## src/rtl/result_accumulator_if.sv

```systemverilog
// Handshake bundle between the adder result stream, the accumulator and its sink.
// master drives the inputs and consumes the totals; slave is the accumulator side.
interface result_accumulator_if #(
    parameter int unsigned IN_W  = 9,
    parameter int unsigned BURST = 4
);
    localparam int unsigned OUT_W = IN_W + $clog2(BURST);
    localparam int unsigned CNT_W = $clog2(BURST + 1);

    logic [IN_W-1:0]  in_data;
    logic             in_valid;
    logic             in_ready;
    logic             flush;
    logic [OUT_W-1:0] out_data;
    logic [CNT_W-1:0] out_count;
    logic             out_valid;
    logic             out_ready;

    modport master (
        output in_data,
        output in_valid,
        output flush,
        output out_ready,
        input  in_ready,
        input  out_data,
        input  out_count,
        input  out_valid
    );

    modport slave (
        input  in_data,
        input  in_valid,
        input  flush,
        input  out_ready,
        output in_ready,
        output out_data,
        output out_count,
        output out_valid
    );
endinterface

```

## src/rtl/result_accumulator.sv

```systemverilog
// Sums BURST consecutive adder results (or a flushed partial burst) into a wider total
// and emits it with its beat count over a registered valid/ready handshake.
module result_accumulator #(
    parameter int unsigned IN_W  = 9,
    parameter int unsigned BURST = 4
) (
    input  logic                 clk_i,
    input  logic                 rst_ni,
    result_accumulator_if.slave  bus,
    output logic [1:0]           state_o
);
    localparam int unsigned OUT_W = IN_W + $clog2(BURST);
    localparam int unsigned CNT_W = $clog2(BURST + 1);
    localparam logic [CNT_W-1:0] BurstCnt = CNT_W'(BURST);

    typedef enum logic [1:0] {
        StIdle  = 2'b00,
        StAccum = 2'b01,
        StSend  = 2'b10
    } state_e;

    state_e           state_q, state_d;
    logic [OUT_W-1:0] acc_q, acc_d;
    logic [CNT_W-1:0] cnt_q, cnt_d;
    logic             in_ready_q, in_ready_d;
    logic             out_valid_q, out_valid_d;
    logic [OUT_W-1:0] out_data_q, out_data_d;
    logic [CNT_W-1:0] out_count_q, out_count_d;

    logic             accept;
    logic [OUT_W-1:0] acc_sum;
    logic [CNT_W-1:0] cnt_sum;

    always_ff @(posedge clk_i or negedge rst_ni) begin
        if (!rst_ni) begin
            state_q     <= StIdle;
            acc_q       <= '0;
            cnt_q       <= '0;
            in_ready_q  <= 1'b0;
            out_valid_q <= 1'b0;
            out_data_q  <= '0;
            out_count_q <= '0;
        end else begin
            state_q     <= state_d;
            acc_q       <= acc_d;
            cnt_q       <= cnt_d;
            in_ready_q  <= in_ready_d;
            out_valid_q <= out_valid_d;
            out_data_q  <= out_data_d;
            out_count_q <= out_count_d;
        end
    end

    always_comb begin
        state_d     = state_q;
        acc_d       = acc_q;
        cnt_d       = cnt_q;
        in_ready_d  = in_ready_q;
        out_valid_d = out_valid_q;
        out_data_d  = out_data_q;
        out_count_d = out_count_q;
        accept      = 1'b0;
        acc_sum     = acc_q;
        cnt_sum     = cnt_q;

        unique case (state_q)
            StIdle: begin
                in_ready_d = 1'b1;
                state_d    = StAccum;
            end
            StAccum: begin
                accept = bus.in_valid && in_ready_q;
                // in_data is only looked at on an accept, so an X there never reaches acc_q
                if (accept) begin
                    acc_sum = acc_q + OUT_W'(bus.in_data);
                    cnt_sum = cnt_q + CNT_W'(1);
                end
                if ((cnt_sum == BurstCnt) || (bus.flush && (cnt_sum != '0))) begin
                    out_data_d  = acc_sum;
                    out_count_d = cnt_sum;
                    out_valid_d = 1'b1;
                    in_ready_d  = 1'b0;
                    acc_d       = '0;
                    cnt_d       = '0;
                    state_d     = StSend;
                end else begin
                    acc_d = acc_sum;
                    cnt_d = cnt_sum;
                end
            end
            StSend: begin
                if (bus.out_ready) begin
                    out_valid_d = 1'b0;
                    in_ready_d  = 1'b1;
                    state_d     = StAccum;
                end
            end
            default: begin
                state_d = StIdle;
            end
        endcase
    end

    assign bus.in_ready  = in_ready_q;
    assign bus.out_valid = out_valid_q;
    assign bus.out_data  = out_data_q;
    assign bus.out_count = out_count_q;
    assign state_o       = state_q;

endmodule

```

## src/flat_wrapper.sv

```systemverilog
// flat-port wrapper written by rule: the top's interface ports become plain ports
module result_accumulator_flat 
#(
    parameter int unsigned IN_W  = 9,
    parameter int unsigned BURST = 4
)
  (clk_i, rst_ni, state_o, bus_in_data, bus_in_valid, bus_flush, bus_out_ready, bus_in_ready, bus_out_data, bus_out_count, bus_out_valid);
  result_accumulator_if #(.IN_W(IN_W), .BURST(BURST)) bus_i ();
  input  logic clk_i;
  input  logic rst_ni;
  output logic [1:0] state_o;
  input wire logic [$bits(bus_i.in_data)-1:0] bus_in_data;
  input wire logic [$bits(bus_i.in_valid)-1:0] bus_in_valid;
  input wire logic [$bits(bus_i.flush)-1:0] bus_flush;
  input wire logic [$bits(bus_i.out_ready)-1:0] bus_out_ready;
  output wire logic [$bits(bus_i.in_ready)-1:0] bus_in_ready;
  output wire logic [$bits(bus_i.out_data)-1:0] bus_out_data;
  output wire logic [$bits(bus_i.out_count)-1:0] bus_out_count;
  output wire logic [$bits(bus_i.out_valid)-1:0] bus_out_valid;
  assign bus_i.in_data = bus_in_data;
  assign bus_i.in_valid = bus_in_valid;
  assign bus_i.flush = bus_flush;
  assign bus_i.out_ready = bus_out_ready;
  assign bus_in_ready = bus_i.in_ready;
  assign bus_out_data = bus_i.out_data;
  assign bus_out_count = bus_i.out_count;
  assign bus_out_valid = bus_i.out_valid;
  result_accumulator #(.IN_W(IN_W), .BURST(BURST)) u_core (.clk_i(clk_i), .rst_ni(rst_ni), .bus(bus_i), .state_o(state_o));
endmodule
```

## config.mk

```make
export PLATFORM = sky130hd
export DESIGN_NAME = result_accumulator_flat
export DESIGN_NICKNAME = d
export VERILOG_FILES = /design/src/rtl/result_accumulator_if.sv /design/src/rtl/result_accumulator.sv /design/src/flat_wrapper.sv
export SDC_FILE = /design/constraint.sdc
export NUM_CORES = 1
export LEC_CHECK = 0
export BUFFER_PORTS_ARGS = -buffer_cell sky130_fd_sc_hd__buf_2
export CELL_PAD_IN_SITES_DETAIL_PLACEMENT = 0
export CELL_PAD_IN_SITES_GLOBAL_PLACEMENT = 1
export CORE_MARGIN = 2
export CORE_UTILIZATION = 38
export DETAILED_ROUTE_END_ITERATION = 8
export GPL_TIMING_DRIVEN = 0
export PLACE_DENSITY = 0.75
export SYNTH_ARGS = -nofsm -noshare
export SYNTH_HDL_FRONTEND = slang
export SYNTH_SLANG_ARGS = --single-unit
```

## constraint.sdc

```tcl
create_clock -name clk_i -period 1.9 [get_ports clk_i]
set_input_delay 0.285 -clock clk_i [delete_from_list [all_inputs] [get_ports clk_i]]
set_output_delay 0.285 -clock clk_i [all_outputs]
set_load 0.005 [all_outputs]
```

==> results of run 1 <==
[report_power, final]
| group | internal, mW | switching, mW |
|---|---|---|
| Sequential | 0.985 | 0.236 |
| Combinational | 1.40 | 1.48 |
| Clock | 0.463 | 0.274 |
[sequential cells by signal (all words and copies together) (netlist names)]
| register | count |
|---|---|
| u_core.bus.out_count | 3 |
| u_core.bus.out_valid | 1 |
| u_core.bus.in_ready | 1 |
| u_core.bus.out_data | 11 |
| u_core.acc_q | 11 |
| u_core.state_o | 2 |
| u_core.cnt_q | 3 |
[per-layer routing]
| layer | GRT usage [%] | wire (um) |
|---|---|---|
| met5 | 0 | 0 |
| met4 | 8.69 | 102 |
| met3 | 5.08 | 136 |
| met2 | 29.3 | 2150 |
| met1 | 25.3 | 2360 |
[per-stage QoR]
step | total power, mW | utilization (%)
global placement | 3.25 | 44.5
CTS | 4.47 | 51.7
global route | 5.22 | 54.8
detailed placement | 3.28 | 44.5
floorplan | 2.69 | -
finish | 4.84 | 54.8
[cell families after synthesis]
| kind of cell | share of synthesized area (%) |
|---|---|
| multiplexers | 2.84 |
| adder cells (fa/ha/maj) | 7.84 |
| AO/OA/AOI/OAI | 23.8 |
| flip-flops | 43.3 |
| buffers and inverters | 2.70 |
| AND/OR/NAND/NOR | 13.9 |
| XOR/XNOR | 5.68 |
[worst max path at each step]
stage,slack (ns),to,start
floorplan,-0.15,u_core.bus.out_data[9],u_core.cnt_q[0]
global placement,-0.48,u_core.bus.out_data[10],bus_in_data[0]
detailed placement,-0.47,u_core.acc_q[10],u_core.cnt_q[0]
CTS,-0.13,u_core.bus.out_data[9],u_core.cnt_q[0]
global route,-0.19,u_core.bus.out_data[5],u_core.cnt_q[0]
finish,-0.15,u_core.bus.out_data[9],u_core.cnt_q[0]
[area by class of cell]
type,count,share of cell area (%)
clock inverters,1,1.16
multi-input cells,151,45.7
clock buffers,7,3.73
inverters,3,0.435
flip-flops and latches,32,31.0
plain buffers,6,1.94
well taps,67,3.24
repair buffers,49,12.8
[worst max-delay path: stages, from the launching register on]
cell and delay [ns]:
dfrtp_1 0.40, ha_1 0.30, nand4b_1 0.22, and3b_1 0.21, buf_6 0.14, a211oi_4 0.20, buf_6 0.17, mux2_4 0.30
[cells in the final DEF (no fill, tap or decap), drive strengths merged, types with 4 or more instances in the layout]
master	Yosys	final
a21o	5	5
a21oi	20	20
a22o	8	8
a31oi	6	6
buf	3	51
clkbuf	3	11
dfrtp	32	32
ha	10	10
nand2	23	24
nand2b	4	4
nor2	15	15
o21ai	12	12
xnor2	9	9
[what timing repair did]
item / CTS / global route
endpoints found under the setup margin: 30 / 30
setup buffers: 16 / 1
pin swaps: 10 / 5
cloned: 1 / 1
resized for setup: 21 / 26
==> flow_summary_export.csv, run 1 <==
group,metric,value,unit
synth,yosysMostFrequentCell,"dfrtp_1",
outcome,status,"finished, violations left",
sta,skew,0.00731,ns
global_routing,grt_pass1_wl,7710,um
synth,yosys.area.top_type,"dfrtp_1",
setup_path,worstSetupPathType,"reg -> reg",
finish,antenna_cells,0,
global_routing,antenna_found_initial,0,
synth,avgSynthCellArea,9.69,um2
synth,syn_inst,191,
clock_tree,cts.path.max_buffers,2,
power,powerDensity,1870,nW/um2
drt,drcViolationCount,0,
sta,drv_slew,0,
place,gp_congestion,0.899,
finish,fin_cells,316,
setup_path,timing.rr.start,"u_core.cnt_q[0]",
synth,ys_top_cells_by_count,"dfrtp_1, nand2_1, a21oi_1",
sta,finalSetupTns,-2.03,ns
synth,syn_area,1850,um2
clock_tree,cts_tree,"done",
flow_run,drv_cap,0,
clock_tree,cts_hold_buf,0,
setup_path,worst_setup_path_start_kind,"register",
sta,layout_min_cycle_time,2.05,ns
die,die_x,73.8,um
die,ioPinCount,32,
finish,fill_cells,442,
global_routing,grt_pass1_vias,1553,
drt,viasPerCell,5.16,
synth,yosysUniqueCellTypes,40,
clock_tree,htreeDepth,2,
setup_path,cp_data_arrival_time,2.23,ns
synth,synth_top_area_share,43.3,%
sta,clock.fmax,488,MHz
sta,period_share,108,%
power,peakVddDrop,0.000739,V
clock_tree,clock_latency,0.29,ns
die,coreArea,4720,um2
place,placed_cells,289,
synth,synth.yosys.seq_area_share,43.3,%
synth,yosys_most_used_dff,"dfrtp_1",
synth,synthArstFlopShare,100,%
die,die_y,73.8,um
min_path,hp-class,"in -> async",
outcome,violations,"setup timing",
drt,drt_iter0_drc,79,
clock_tree,root_buffer,"clkbuf_8",
finish,finish.instance_area,2590,um2
die,start_util,39.2,%
global_routing,grt_max_degree,33,
die,rows,25,
place,dp_hpwl,3080,um
setup_path,crit_fanout,5,
synth,synth_edf_count,0,
sta,finalHoldViolCount,0,
finish,regArea,801,um2
synth,ys_seq_elements,32,
sta,holdWs,0.0532,ns
sta,worst_pin_slew,0.789,ns
setup_path,endpoint_kind,"register",
sta,rsz0062_at_grt,"true",
global_routing,grt.total_usage,19.2,%
finish,nNetsFinal,273,
sta,setup_ws,-0.148,ns
synth,yosysWarnings,0,
synth,synthTopCellsByArea,"dfrtp_1, ha_1, a21oi_1",
setup_path,critPathRequiredTime,2.08,ns
drt,drtPass1Iterations,4,
power,p_leak,1.18,nW
drt,ant_nets,0,
drt,wire_per_inst,15.0,um
finish,multiInputGateArea,1180,um2
drt,drt-total-wl,4740,um
die,design.die.area,5440,um2
setup_path,ff2ff_path_depth,7,
finish,drive_gt1_share,37.8,%
drt,vias,1630,
synth,syn-num-nets,216,
clock_tree,clk_pin_slew_worst_paths,0.07,ns
setup_path,r2r-end,"u_core.bus.out_data[9]",
sta,setup_viol,27,
place,port_buffers,31,
setup_path,ff2ff_setup_slack,-0.15,ns
place,placed_area,2100,um2
sta,slew_headroom,47.3,%
finish,synthToLayoutAreaGrowth,39.8,%
clock_tree,numCtsBuffers,5,
place,pre_cts_ws,-0.468,ns
clock_tree,clock_sinks,32,
global_routing,grt.overflow.total,0,
No activity file was read; power rests on OpenSTA's default activity.
==> run 2, diff against run 1 <==
--- a/config.mk
+++ b/config.mk
@@ -6,13 +6,12 @@
 export NUM_CORES = 1
 export LEC_CHECK = 0
 export BUFFER_PORTS_ARGS = -buffer_cell sky130_fd_sc_hd__buf_2
-export CELL_PAD_IN_SITES_DETAIL_PLACEMENT = 0
-export CELL_PAD_IN_SITES_GLOBAL_PLACEMENT = 1
 export CORE_MARGIN = 2
-export CORE_UTILIZATION = 38
+export CORE_UTILIZATION = 43
 export DETAILED_ROUTE_END_ITERATION = 8
 export GPL_TIMING_DRIVEN = 0
-export PLACE_DENSITY = 0.75
+export PLACE_DENSITY = 0.66
+export SKIP_CTS_REPAIR_TIMING = 1
 export SYNTH_ARGS = -nofsm -noshare
 export SYNTH_HDL_FRONTEND = slang
 export SYNTH_SLANG_ARGS = --single-unit
==> run 2 against run 1 <==
Compared with the run above: the flow still finishes with violations (setup timing); highest routed layer unchanged; design area shrank 2.2%; largest cell class unchanged; non-clock buffer count fell by 3; register-to-register slack got worse by 0.04 ns; final cell count down 6.3%; combinational power grew 2%; clock-buffer cell count up 1; maximum frequency is 2.0% lower; global-route usage is 0.13 points lower; critical path type unchanged; worst hold slack improved by 0.0079 ns.
==> flow_summary_export.csv, run 2 (synthesis results as in run 1) <==
group,metric,value,unit
setup_path,critPathRequiredTime,2.07,ns
setup_path,worst_setup_path_start_kind,"register",
sta,finalHoldViolCount,0,
finish,fill_cells,328,
min_path,hp-class,"in -> async",
clock_tree,cts.path.max_buffers,2,
sta,holdWs,0.0611,ns
power,p_int,2.70,mW
setup_path,timing.rr.start,"u_core.cnt_q[0]",
die,die_x,69.6,um
setup_path,endpoint_kind,"register",
die,ioPinCount,32,
setup_path,ff2ff_setup_slack,-0.19,ns
clock_tree,clk_pin_slew_worst_paths,0.07,ns
drt,drt_iter0_drc,115,
place,gp_congestion,0.952,
sta,drv_slew,0,
clock_tree,clock_sinks,32,
sta,setup_viol,26,
drt,wire_per_inst,16.0,um
place,port_buffers,31,
drt,vias,1642,
power,power_frac_seq,26.2,%
global_routing,antenna_found_initial,0,
finish,synthToLayoutAreaGrowth,36.6,%
outcome,status,"finished, violations left",
setup_path,r2r-end,"u_core.bus.out_data[9]",
setup_path,crit_path_start,"u_core.cnt_q[0]",
sta,worst_pin_slew,0.791,ns
finish,layout_common_cells,"buf_2, dfrtp_1, nand2_1",
power,p_leak,1.15,nW
die,rows,23,
sta,period_share,110,%
die,design.die.area,4840,um2
power,switching_share,42.7,%
finish,nNetsFinal,270,
global_routing,grt.total_usage,19.1,%
finish,fin_cells,296,
drt,drcViolationCount,0,
place,dp_hpwl,3010,um
clock_tree,clock_latency,0.29,ns
die,start_util,45.6,%
sta,layout_min_cycle_time,2.09,ns
power,switchingPower,2.01,mW
setup_path,worstSetupPathType,"reg -> reg",
global_routing,grt.overflow.total,0,
power,comb_power_share,62.2,%
outcome,violations,"setup timing",
place,pre_cts_ws,-0.469,ns
setup_path,crit_end,"u_core.bus.out_data[9]",
flow_run,drv_cap,0,
finish,antenna_cells,0,
global_routing,grt_pass1_vias,1533,
die,coreArea,4060,um2
sta,skew,0.00736,ns
drt,drtPass1Iterations,4,
drt,ant_nets,0,
power,powerDensity,1860,nW/um2
setup_path,ff2ff_path_depth,7,
finish,drive_gt1_share,35.8,%
global_routing,grt_pass1_wl,7240,um
clock_tree,htreeDepth,2,
place,placed_cells,272,
sta,setup_ws,-0.190,ns
setup_path,crit_fanout,5,
sta,rsz0062_at_grt,"true",
clock_tree,numCtsBuffers,5,
sta,slew_headroom,47.2,%
setup_path,cp_data_arrival_time,2.26,ns
drt,viasPerCell,5.55,
power,peakVddDrop,0.000903,V
sta,clock.fmax,478,MHz
die,die_y,69.6,um
global_routing,grt_max_degree,33,
drt,drt-total-wl,4720,um
clock_tree,cts_tree,"done",
power,p_clk_share,11.6,%
clock_tree,root_buffer,"clkbuf_8",
==> run 2: how the worst min path moves through the flow <==
| stage | to | slack [ns] | cells past startpoint |
|---|---|---|---|
| floorplan | u_core.acc_q[0] | -0.01 | 0 |
| global placement | u_core.bus.out_data[6] | 0.39 | 1 |
| detailed placement | u_core.bus.out_data[6] | 0.39 | 1 |
| CTS | u_core.bus.out_data[8] | 0.08 | 1 |
| global route | u_core.bus.out_data[8] | 0.11 | 1 |
| finish | u_core.bus.out_data[8] | 0.06 | 1 |
==> run 2: stage by stage <==
step	cell area (um2)	setup TNS, ns	utilization, %	total power, mW
floorplan	1860	-2.30	-	2.69
global placement	2080	-11.00	51.2	3.24
detailed placement	2080	-10.86	51.2	3.27
CTS	2170	-11.73	53.5	3.83
global route	2530	-4.99	62.3	5.08
finish	2530	-2.81	62.3	4.72
==> run 2: critical path, stage by stage, from the launching register on <==
cell	delay, ns
dfrtp_2	0.45
ha_4	0.22
nand4b_1	0.23
and3b_1	0.22
buf_6	0.14
a211oi_4	0.25
buf_6	0.17
mux2_4	0.30
==> run 2: layer usage <==
layer	GRT usage (%)	part of all wire, %	vias to the layer above
met5	0	0	-
met4	5.88	1.3	0
met3	4.51	4.1	7
met2	30.2	47	50
met1	25.7	47	782
li1	-	-	803
==> run 2: area by class of cell <==
class                      count  area [um2]  area share [%]
buffer                         6        52.6            2.08
clock buffer                   8        90.1            3.56
sequential                    32         802            31.7
timing repair buffer          46         313            12.4
tap                           50        62.6            2.47
multi-input combinational    151        1200            47.4
inverter                       3        11.3           0.445
==> run 2: power groups by stage <==
stage	logic (mW)	registers, mW	clock network [mW]
finish	2.93	1.24	0.545
global route	3.21	1.28	0.586
CTS	2.08	1.20	0.556
detailed placement	2.06	1.21	0
global placement	2.04	1.20	0
floorplan	1.49	1.20	0
==> run 3, diff against run 2 <==
--- a/config.mk
+++ b/config.mk
@@ -8,6 +8,7 @@
 export BUFFER_PORTS_ARGS = -buffer_cell sky130_fd_sc_hd__buf_2
 export CORE_MARGIN = 2
 export CORE_UTILIZATION = 43
+export CTS_BUF_LIST = sky130_fd_sc_hd__clkbuf_16
 export DETAILED_ROUTE_END_ITERATION = 8
 export GPL_TIMING_DRIVEN = 0
 export PLACE_DENSITY = 0.66
==> run 3 against run 2 <==
Compared with the run above: the run still ends with setup timing left; utilization increased by 1.2 points; critical path depth up 2; global-route usage grew 0.43 points; clock-buffer cell count fell by 3; routed wire length rose by 4.4%; register-to-register slack got worse by 0.08 ns; first-iteration DRC count down 0.87%; setup slack worse by 0.085 ns; highest routed layer unchanged.
==> flow_summary_export.csv, run 3 (synthesis results as in run 1) <==
group,metric,value,unit
outcome,status,"finished, violations left",
outcome,violations,"setup timing",
setup_path,critPathMaxStageDelay,0.45,ns
sta,rsz0062_at_grt,"true",
die,start_util,45.6,%
power,p_leak,1.18,nW
drt,drt-total-wl,4930,um
setup_path,endpoint_kind,"register",
setup_path,crit_fanout,5,
sta,skew,0.00537,ns
drt,viasPerCell,5.56,
clock_tree,clock_sinks,32,
sta,period_share,114,%
power,peakVddDrop,0.000989,V
sta,drv_slew,0,
sta,setup_viol,28,
drt,drtPass1Iterations,4,
power,switching_share,41.5,%
setup_path,crit_chain,"ha_4, nand4b_1, and3b_1, buf_6, a211oi_4, buf_6, clkbuf_16, nor2_2, a31oi_1",
clock_tree,root_buffer,"clkbuf_16",
place,placed_area,2080,um2
global_routing,grt_max_degree,33,
global_routing,grt_pass1_vias,1578,
global_routing,grt.overflow.total,0,
finish,final_common_cell,"buf_2",
sta,clock.fmax,460,MHz
power,switchingPower,2.06,mW
place,port_buffers,31,
clock_tree,clk_pin_slew_worst_paths,0.05,ns
die,rows,23,
finish,layout_common_cells,"buf_2, dfrtp_1, nand2_1",
min_path,hp-class,"in -> async",
finish,finish.instance_area,2580,um2
power,p_int,2.90,mW
power,powerDensity,1930,nW/um2
setup_path,worstSetupPathType,"reg -> reg",
finish,synthToLayoutAreaGrowth,39.2,%
die,design.die.area,4840,um2
setup_path,cp_common_cell,"buf_6",
sta,finalSetupTns,-3.95,ns
finish,nNetsFinal,270,
clock_tree,clock_latency,0.28,ns
place,gp_congestion,0.952,
power,power_frac_seq,25.0,%
die,die_x,69.6,um
sta,setup_ws,-0.275,ns
sta,worst_pin_slew,0.855,ns
power,comb_power_share,59.8,%
sta,slew_headroom,42.9,%
global_routing,grt_pass1_wl,7370,um
sta,finalHoldViolCount,0,
clock_tree,cts_tree,"done",
drt,drt_iter0_drc,114,
finish,fill_cells,315,
flow_run,drv_cap,0,
setup_path,worst_setup_path_start_kind,"register",
sta,layout_min_cycle_time,2.18,ns
power,p_clk_share,15.1,%
die,coreArea,4060,um2
clock_tree,htreeDepth,2,
drt,vias,1647,
finish,regArea,803,um2
setup_path,cp_data_arrival_time,2.36,ns
place,pre_cts_ws,-0.469,ns
drt,drcViolationCount,0,
global_routing,antenna_found_initial,0,
drt,ant_nets,0,
die,ioPinCount,32,
die,die_y,69.6,um
clock_tree,cts.path.max_buffers,2,
global_routing,grt.total_usage,19.5,%
place,dp_hpwl,3010,um
sta,holdWs,0.0728,ns
setup_path,critPathRequiredTime,2.08,ns
finish,final_util,63.5,%
drt,wire_per_inst,16.7,um
setup_path,ff2ff_path_depth,9,
finish,antenna_cells,0,
finish,drive_gt1_share,35.8,%
clock_tree,numCtsBuffers,5,
finish,multiInputGateArea,1180,um2
setup_path,cp_slowest_cell,"dfrtp_2",
run 3: cell types whose count changed in the layout (fill, tap and decap cells not counted), sizes merged:
cell    delta
clkbuf     -2
inv        +2
clkinv     +1
buf        -1
run 3: metal layers:
layer | track usage [%] | up-vias | part of all wire (%)
met2 | 31.2 | 42 | 47
li1 | - | 806 | -
met3 | 4.51 | 8 | 3.8
met1 | 25.7 | 791 | 47
met5 | 0 | - | 0
met4 | 7.19 | 0 | 1.7
run 3: worst paths after layout:
check / start / end / slack [ns]
setup / recovery: u_core.cnt_q[0] / u_core.bus.out_data[1] / -0.28
hold / removal: rst_ni / u_core.bus.out_data[7] / 0.07
setup reg to reg: u_core.cnt_q[0] / u_core.bus.out_data[1] / -0.28
hold reg to reg: u_core.bus.out_data[9] / u_core.bus.out_data[9] / 0.51
max in group asynchronous: rst_ni / u_core.cnt_q[1] / 1.31
min in group clk_i: bus_out_ready / u_core.state_o[1] / 0.19
run 3: critical path, delay by kind of cell, from the launching register on:
kind	cells	cell delay, ns
and+or+nand+nor	3	0.52
AOI/OAI and AO/OA	2	0.40
buffers and inverters	3	0.48
DFF	1	0.45
adders and majority gates	1	0.22
run 3: through the flow:
stage	cells	total power [mW]
after floorplan	191	2.69
after global placement	272	3.24
after detailed placement	272	3.27
after CTS	280	4.04
after global routing	296	5.31
final	296	4.96
run 3: cell type report:
class,count,area share (%)
Multi-Input combinational cell,151,45.9
Clock inverter,3,0.437
Clock buffer,5,4.86
Inverter,3,0.437
Timing Repair Buffer,46,12.7
Tap cell,50,2.43
Sequential cell,32,31.2
Buffer,6,2.09
run 3: power by group through the flow:
stage	registers (mW)	clock network (mW)	logic (mW)
2_1_floorplan	1.20	0	1.49
3_3_place_gp	1.20	0	2.04
3_5_place_dp	1.21	0	2.06
4_1_cts	1.20	0.768	2.07
5_1_grt	1.28	0.786	3.24
6_report	1.24	0.751	2.97
